$ cat src/rtl/ssp_uart_host_bridge_pkg.sv
// Shared types for the ssp_uart host bridge.
// Request bundle and FSM state encoding.
package ssp_host_pkg;

  localparam int SSP_ADDR_W = 3;
  localparam int SSP_DATA_W = 12;
  localparam logic [SSP_ADDR_W-1:0] UCR_ADDR = 3'h0;

  typedef enum logic [1:0] {
    IDLE,
    FRAME,
    GAP
  } ssp_host_state_e;

  typedef struct packed {
    logic [SSP_ADDR_W-1:0] addr;
    logic                  wnr;
    logic [SSP_DATA_W-1:0] wdata;
  } ssp_host_req_t;

endpackage

$ cat src/rtl/ssp_uart_host_bridge_if.sv
// Host request/response port plus SSP slave pins.
// master = upstream host side, slave = bridge side.
interface ssp_uart_host_bridge_if;
  import ssp_host_pkg::*;

  logic                  req_valid;
  logic                  req_ready;
  logic [SSP_ADDR_W-1:0] req_addr;
  logic                  req_wnr;
  logic [SSP_DATA_W-1:0] req_wdata;
  logic                  rsp_valid;
  logic                  rsp_ready;
  logic [SSP_ADDR_W-1:0] rsp_addr;
  logic [SSP_DATA_W-1:0] rsp_rdata;

  logic                  SSP_SSEL;
  logic [SSP_ADDR_W-1:0] SSP_RA;
  logic                  SSP_WnR;
  logic [SSP_DATA_W-1:0] SSP_DI;
  logic                  SSP_EOC;
  logic [SSP_DATA_W-1:0] SSP_DO;

  modport master (
    output req_valid, req_addr, req_wnr, req_wdata, rsp_ready,
    output SSP_DO,
    input  req_ready, rsp_valid, rsp_addr, rsp_rdata,
    input  SSP_SSEL, SSP_RA, SSP_WnR, SSP_DI, SSP_EOC
  );

  modport slave (
    input  req_valid, req_addr, req_wnr, req_wdata, rsp_ready,
    input  SSP_DO,
    output req_ready, rsp_valid, rsp_addr, rsp_rdata,
    output SSP_SSEL, SSP_RA, SSP_WnR, SSP_DI, SSP_EOC
  );

endinterface

$ cat src/rtl/ssp_uart_host_bridge_fifo.sv
// Request FIFO for the ssp_uart host bridge.
// Power-of-2 depth, pointers wrap naturally.
module ssp_host_req_fifo
  import ssp_host_pkg::*;
#(
  parameter int DEPTH = 4,
  localparam int AW = $clog2(DEPTH)
) (
  input  logic          clk,
  input  logic          rst_n,
  input  logic          i_push,
  input  ssp_host_req_t i_data,
  input  logic          i_pop,
  output ssp_host_req_t o_data,
  output logic          o_full,
  output logic          o_empty,
  output logic [AW:0]   o_count
);

  ssp_host_req_t r_mem [DEPTH];
  logic [AW-1:0] r_wp;
  logic [AW-1:0] r_rp;
  logic [AW:0]   r_cnt;
  logic          r_full;
  logic [AW:0]   w_cnt_nxt;

  assign w_cnt_nxt = r_cnt + (AW+1)'(i_push)
                   - (AW+1)'(i_pop);

  always_ff @(posedge clk) begin
    if (i_push) r_mem[r_wp] <= i_data;
  end

  always_ff @(posedge clk or negedge rst_n) begin
    if (!rst_n) begin
      r_wp   <= '0;
      r_rp   <= '0;
      r_cnt  <= '0;
      r_full <= 1'b0;
    end else begin
      if (i_push) r_wp <= r_wp + 1'b1;
      if (i_pop)  r_rp <= r_rp + 1'b1;
      r_cnt  <= w_cnt_nxt;
      r_full <= (w_cnt_nxt == (AW+1)'(DEPTH));
    end
  end

  assign o_data  = r_mem[r_rp];
  assign o_full  = r_full;
  assign o_empty = (r_cnt == '0);
  assign o_count = r_cnt;

endmodule

$ cat src/rtl/ssp_uart_host_bridge.sv
// Host-to-SSP master for ssp_uart: queues register
// requests and serialises each into one SSP frame.
module ssp_uart_host_bridge
  import ssp_host_pkg::*;
#(
  parameter int FIFO_DEPTH   = 4,
  parameter int FRAME_CYCLES = 16,
  parameter int GAP_CYCLES   = 2
) (
  input  logic Clk,
  input  logic Rst,
  ssp_uart_host_bridge_if.slave bus,
  output logic busy
);

  localparam int AW = $clog2(FIFO_DEPTH);
  localparam int CW = $clog2(FRAME_CYCLES);
  localparam int GW = $clog2(GAP_CYCLES) + 1;
  localparam logic [CW-1:0] LAST = CW'(FRAME_CYCLES - 1);
  localparam logic [CW-1:0] PRE  = CW'(FRAME_CYCLES - 2);
  localparam logic [GW-1:0] GLAST = GW'(GAP_CYCLES - 1);

  ssp_host_state_e       r_state;
  logic [CW-1:0]         r_cnt;
  logic [GW-1:0]         r_gcnt;
  logic                  r_rdy;
  logic                  r_ssel;
  logic                  r_eoc;
  logic [SSP_ADDR_W-1:0] r_ra;
  logic                  r_wnr;
  logic [SSP_DATA_W-1:0] r_di;
  logic                  r_rsp_valid;
  logic [SSP_ADDR_W-1:0] r_rsp_addr;
  logic [SSP_DATA_W-1:0] r_rsp_rdata;

  ssp_host_req_t w_req;
  ssp_host_req_t w_head;
  logic          w_push;
  logic          w_pop;
  logic          w_full;
  logic          w_empty;
  logic [AW:0]   w_count;

  assign w_req = '{addr:  bus.req_addr,
                   wnr:   bus.req_wnr,
                   wdata: bus.req_wdata};

  assign bus.req_ready = r_rdy & ~w_full;
  assign w_push = bus.req_valid & bus.req_ready;
  // A pending response blocks every new frame, reads and writes alike.
  assign w_pop  = (r_state == IDLE) & ~w_empty & ~r_rsp_valid;

  ssp_host_req_fifo #(
    .DEPTH (FIFO_DEPTH)
  ) u_fifo (
    .clk     (Clk),
    .rst_n   (Rst),
    .i_push  (w_push),
    .i_data  (w_req),
    .i_pop   (w_pop),
    .o_data  (w_head),
    .o_full  (w_full),
    .o_empty (w_empty),
    .o_count (w_count)
  );

  always_ff @(posedge Clk or negedge Rst) begin
    if (!Rst) begin
      r_state     <= IDLE;
      r_cnt       <= '0;
      r_gcnt      <= '0;
      r_rdy       <= 1'b0;
      r_ssel      <= 1'b0;
      r_eoc       <= 1'b0;
      r_ra        <= '0;
      r_wnr       <= 1'b0;
      r_di        <= '0;
      r_rsp_valid <= 1'b0;
      r_rsp_addr  <= '0;
      r_rsp_rdata <= '0;
    end else begin
      r_rdy <= 1'b1;
      if (r_rsp_valid && bus.rsp_ready) r_rsp_valid <= 1'b0;
      unique case (r_state)
        IDLE: begin
          if (w_pop) begin
            r_state <= FRAME;
            r_cnt   <= '0;
            r_ssel  <= 1'b1;
            r_ra    <= w_head.addr;
            r_wnr   <= w_head.wnr;
            r_di    <= w_head.wnr ? w_head.wdata : '0;
          end
        end
        FRAME: begin
          r_cnt <= r_cnt + 1'b1;
          // EOC is registered, so it is set one cycle ahead.
          r_eoc <= (r_cnt == PRE);
          if (r_cnt == LAST) begin
            r_state <= GAP;
            r_gcnt  <= '0;
            r_ssel  <= 1'b0;
            r_eoc   <= 1'b0;
            r_ra    <= '0;
            r_wnr   <= 1'b0;
            r_di    <= '0;
            if (!r_wnr) begin
              r_rsp_valid <= 1'b1;
              r_rsp_addr  <= r_ra;
              r_rsp_rdata <= bus.SSP_DO;
            end
          end
        end
        GAP: begin
          r_gcnt <= r_gcnt + 1'b1;
          if (r_gcnt == GLAST) r_state <= IDLE;
        end
        default: r_state <= IDLE;
      endcase
    end
  end

  assign bus.SSP_SSEL  = r_ssel;
  assign bus.SSP_EOC   = r_eoc;
  assign bus.SSP_RA    = r_ra;
  assign bus.SSP_WnR   = r_wnr;
  assign bus.SSP_DI    = r_di;
  assign bus.rsp_valid = r_rsp_valid;
  assign bus.rsp_addr  = r_rsp_addr;
  assign bus.rsp_rdata = r_rsp_rdata;

  assign busy = (r_state != IDLE) | (w_count != '0)
              | r_rsp_valid;

endmodule

$ cat src/flat_wrapper.sv
// flat-port wrapper written by rule: the top's interface ports become plain ports
module ssp_uart_host_bridge_flat import ssp_host_pkg::*;
#(
  parameter int FIFO_DEPTH   = 4,
  parameter int FRAME_CYCLES = 16,
  parameter int GAP_CYCLES   = 2
)
  (Clk, Rst, busy, bus_req_valid, bus_req_addr, bus_req_wnr, bus_req_wdata, bus_rsp_ready, bus_SSP_DO, bus_req_ready, bus_rsp_valid, bus_rsp_addr, bus_rsp_rdata, bus_SSP_SSEL, bus_SSP_RA, bus_SSP_WnR, bus_SSP_DI, bus_SSP_EOC);
  ssp_uart_host_bridge_if bus_i ();
  input  logic Clk;
  input  logic Rst;
  output logic busy;
  input wire logic [$bits(bus_i.req_valid)-1:0] bus_req_valid;
  input wire logic [$bits(bus_i.req_addr)-1:0] bus_req_addr;
  input wire logic [$bits(bus_i.req_wnr)-1:0] bus_req_wnr;
  input wire logic [$bits(bus_i.req_wdata)-1:0] bus_req_wdata;
  input wire logic [$bits(bus_i.rsp_ready)-1:0] bus_rsp_ready;
  input wire logic [$bits(bus_i.SSP_DO)-1:0] bus_SSP_DO;
  output wire logic [$bits(bus_i.req_ready)-1:0] bus_req_ready;
  output wire logic [$bits(bus_i.rsp_valid)-1:0] bus_rsp_valid;
  output wire logic [$bits(bus_i.rsp_addr)-1:0] bus_rsp_addr;
  output wire logic [$bits(bus_i.rsp_rdata)-1:0] bus_rsp_rdata;
  output wire logic [$bits(bus_i.SSP_SSEL)-1:0] bus_SSP_SSEL;
  output wire logic [$bits(bus_i.SSP_RA)-1:0] bus_SSP_RA;
  output wire logic [$bits(bus_i.SSP_WnR)-1:0] bus_SSP_WnR;
  output wire logic [$bits(bus_i.SSP_DI)-1:0] bus_SSP_DI;
  output wire logic [$bits(bus_i.SSP_EOC)-1:0] bus_SSP_EOC;
  assign bus_i.req_valid = bus_req_valid;
  assign bus_i.req_addr = bus_req_addr;
  assign bus_i.req_wnr = bus_req_wnr;
  assign bus_i.req_wdata = bus_req_wdata;
  assign bus_i.rsp_ready = bus_rsp_ready;
  assign bus_i.SSP_DO = bus_SSP_DO;
  assign bus_req_ready = bus_i.req_ready;
  assign bus_rsp_valid = bus_i.rsp_valid;
  assign bus_rsp_addr = bus_i.rsp_addr;
  assign bus_rsp_rdata = bus_i.rsp_rdata;
  assign bus_SSP_SSEL = bus_i.SSP_SSEL;
  assign bus_SSP_RA = bus_i.SSP_RA;
  assign bus_SSP_WnR = bus_i.SSP_WnR;
  assign bus_SSP_DI = bus_i.SSP_DI;
  assign bus_SSP_EOC = bus_i.SSP_EOC;
  ssp_uart_host_bridge #(.FIFO_DEPTH(FIFO_DEPTH), .FRAME_CYCLES(FRAME_CYCLES), .GAP_CYCLES(GAP_CYCLES)) u_core (.Clk(Clk), .Rst(Rst), .bus(bus_i), .busy(busy));
endmodule
$ cat config.mk
export PLATFORM = sky130hd
export DESIGN_NAME = ssp_uart_host_bridge_flat
export DESIGN_NICKNAME = d
export VERILOG_FILES = /design/src/rtl/ssp_uart_host_bridge_pkg.sv /design/src/rtl/ssp_uart_host_bridge_if.sv /design/src/rtl/ssp_uart_host_bridge_fifo.sv /design/src/rtl/ssp_uart_host_bridge.sv /design/src/flat_wrapper.sv
export SDC_FILE = /design/constraint.sdc
export NUM_CORES = 1
export LEC_CHECK = 0
export CAP_MARGIN = 10
export CORE_MARGIN = 2
export CORE_UTILIZATION = 40
export CTS_CLUSTER_SIZE = 12
export DETAILED_ROUTE_END_ITERATION = 8
export GPL_TIMING_DRIVEN = 0
export PLACE_DENSITY_LB_ADDON = 0.12
export SYNTH_ARGS = -nofsm -noshare
export SYNTH_HDL_FRONTEND = slang
export SYNTH_SLANG_ARGS = --single-unit
$ cat constraint.sdc
create_clock -name Clk -period 3.15 [get_ports Clk]
set_clock_uncertainty 0.05 [all_clocks]
set_input_delay 0.315 -clock Clk [delete_from_list [all_inputs] [get_ports Clk]]
set_output_delay 0.315 -clock Clk [all_outputs]
set_load 0.02 [all_outputs]
==> impl_metrics.ini <==
[outcome]
status = complete, no violations

[setup_path]
worstPathCellList = or3_4 > and2_4 > buf_6 > buf_2 > ha_1 > inv_1 > ha_1 > fa_1 > xor2_1 > xnor2_1 > nor3b_1
path_class = flop to flop
worstPathArrival_ps = 3240
critPathSlowestCell = or3_4
start_kind = flop
cp.required_ps = 3520
cp-end-kind = flop
crit_top_cell = ha_1
slowest_delay_ps = 400
crit_fanout = 10

[clock_tree]
post_cts_resize_count = 0
cts-root-buf = clkbuf_8
clockBufferDepth = 2
htreeDepth = 4
clock_sinks = 115
path_clk_slew_ps = 60
insertion_delay_ps = 510
tritoncts = done
numCtsBuffers = 17
postCtsSetupBuffers = 0

[final_layout]
finalNetCount = 373
post-route-util = 0.547
drive_above_1_share = 0.247
post-route-cell-area_um2 = 5960
diodes = 0
area.growth.synth_to_final_pct = 32.8
fillers = 906

[drt]
vias_per_cell = 4.96
drc = 0
drt_wl_total_um = 8350
final_antenna_net_count = 0
drt_iter0_drc = 116
first_pass_iters = 4
dr_total_vias = 2403
wl_per_cell_um = 17.3

[synth]
synth_seq_cells = 115
synth_nets = 285
syn_avg_cell_area_um2 = 18.5
seq_area_frac_synth = 0.712
yosys_most_used_dff = edfxtp_1
netlist_area_um2 = 4490
synth-async-reset-ratio = 0.443
synth_edf_count = 64
ys_warn_count = 0
synthCells = 243
synth_cell_types = 39

[sta]
slew-limit-headroom = 0.378
hold_viol_final = 0
timing.setup.tns_ps = 0
slew_violations = 0
period_share = 0.912
rsz0062_at_grt = false
min_period_ps = 2870
worstMarginPinSlew_ps = 933
fmax_mhz = 348
setup_violations = 0

[place]
place.gp.congestion = 0.667
hpwl_um = 5240
io_buffers = 67
place_area_um2 = 5350

[die]
die_area_um2 = 12100
core-area_um2 = 10900
pin_count = 68
die_w_um = 110
start_util = 0.412
die_y_um = 110
rows = 38

[global_route]
grt_overflow = 0
grt_pass1_wl_um = 13100
antenna_found_initial = 0
gr-usage-all-layers = 0.154
grt_max_degree = 37
first_global_vias = 2532

[pwr]
leakage_nw = 2.33
vdd_drop_max_mv = 0.422
power_per_cell_area_nw_per_um2 = 987

[worst_hold_path]
min_path_type = input port to asynchronous set/reset pin

[job]
maxCapViolCount = 0
## final timing paths
| check | from | to | slack (ps) | cells past startpoint |
|---|---|---|---|---|
| max | u_core.u_fifo.o_count[2] | u_core.u_fifo.o_full | 280 | 11 |
| min in group Clk | bus_rsp_ready | u_core.bus.rsp_valid | 330 | 2 |
| max in group asynchronous | Rst | u_core.bus.SSP_DI[11] | 2260 | 3 |
| max reg2reg | u_core.u_fifo.o_count[2] | u_core.u_fifo.o_full | 280 | 11 |
| min reg2reg | u_core.bus.SSP_SSEL | u_core.bus.SSP_SSEL | 440 | 1 |
| min | Rst | u_core.bus.rsp_rdata[9] | 240 | 2 |
## where the power goes
part           leakage [nW]  internal [W]  switching [W]
Clock                 0.290       0.00124       0.000659
Combinational         0.806      0.000943       0.000891
Sequential             1.23       0.00195       0.000197
Total                  2.33       0.00414        0.00175
## critical path: cells and delay by family, from the launching register on
family	cells	cell delay [ps]
buffers and inverters	3	360
XOR/XNOR	2	360
AND/OR/NAND/NOR	3	750
flip-flops	1	390
adder cells (fa/ha/maj)	3	870
## cell families (layout without fill, tap and decap cells)
family | count (synthesis) | in the layout | share of synthesized area
AO/OA/AOI/OAI | 31 | 31 | 0.0549
adder cells (fa/ha/maj) | 10 | 10 | 0.0295
other | 1 | 1 | 0.000835
multiplexers | 31 | 31 | 0.118
AND/OR/NAND/NOR | 30 | 30 | 0.0454
XOR/XNOR | 5 | 5 | 0.00976
buffers and inverters | 20 | 121 | 0.0293
flip-flops | 115 | 115 | 0.712
## cell type report
class                           instances  area [µm²]  share of cell area
Inverter                                9        33.8             0.00567
Buffer                                 11        97.6              0.0164
Tap cell                              140         175              0.0294
Clock inverter                         13         159              0.0267
Multi-Input combinational cell        108        1160               0.195
Timing Repair Buffer                   69         696               0.117
Sequential cell                       115        3200               0.537
Clock buffer                           19         442              0.0741
## flip-flops by register name, indices dropped and copies added, names as in the netlist
register               cells
u_core.r_state             2
u_core.r_cnt               4
u_core.bus.SSP_WnR         1
u_core.u_fifo.r_mem       64
u_core.u_fifo.r_rp         2
u_core.u_fifo.o_count      3
u_core.bus.rsp_rdata      12
u_core.bus.rsp_valid       1
u_core.bus.SSP_RA          3
u_core.r_gcnt              2
u_core.bus.SSP_SSEL        1
u_core.u_fifo.r_wp         2
u_core.bus.SSP_EOC         1
u_core.r_rdy               1
u_core.u_fifo.o_full       1
u_core.bus.rsp_addr        3
u_core.bus.SSP_DI         12
## what timing repair did
item	in CTS	in global routing
hold endpoints to repair	15	0
endpoints found under the setup margin	0	0
hold buffers	1	0
## metrics by stage
stage	worst slack [ps]	hold slack (ps)	std cells	power, W
finish	279	243	484	0.00588
detailed placement	273	232	451	0.00404
global route	106	268	484	0.00622
global placement	61.9	416	450	0.00401
CTS	245	227	484	0.00597
floorplan	508	-30.6	243	0.00334
## synthesized netlist by cell type (3+ instances only)
cell / n / area (µm²)
ha_1: 9 / 113
buf_2: 3 / 15.0
o21ai_0: 9 / 45.0
dfrtp_1: 51 / 1280
a22o_1: 4 / 35.0
xnor2_1: 3 / 26.3
mux2_2: 15 / 169
a32o_1: 7 / 70.1
buf_6: 5 / 56.3
inv_1: 9 / 33.8
nand2b_1: 3 / 18.8
nand2_1: 6 / 22.5
and3_1: 4 / 25.0
nand3_1: 4 / 20.0
a32o_2: 5 / 56.3
edfxtp_1: 64 / 1920
mux4_2: 16 / 360
## cell usage in the layout (no fill, tap or decap), types with 2 or more instances in the layout
cell,synthesis,routed
and2_0,2,2
bufinv_16,0,3
buf_6,5,5
a32o_1,7,7
mux2_2,15,15
dfrtp_1,51,51
xnor2_1,3,3
inv_1,9,9
buf_2,3,4
nand3_1,4,4
ha_1,9,9
xor2_1,2,2
clkdlybuf4s50_1,0,66
clkinv_4,0,3
a32o_2,5,5
a22o_1,4,4
nand2b_1,3,3
clkinvlp_4,0,3
o21ai_0,9,9
mux4_2,16,16
clkinv_2,0,4
and3_1,4,4
clkbuf_16,0,16
a21o_1,2,2
nand2_1,6,6
edfxtp_1,64,64
clkbuf_8,0,3
o22ai_1,2,2
## layer usage
metal,wire (µm),global-route usage,part of all wire
met1,3790,0.193,0.45
met2,3980,0.247,0.48
met3,492,0.0533,0.059
met4,95,0.0570,0.011
met5,0,0,0
Note: power is estimated with default switching activity, not from simulation.
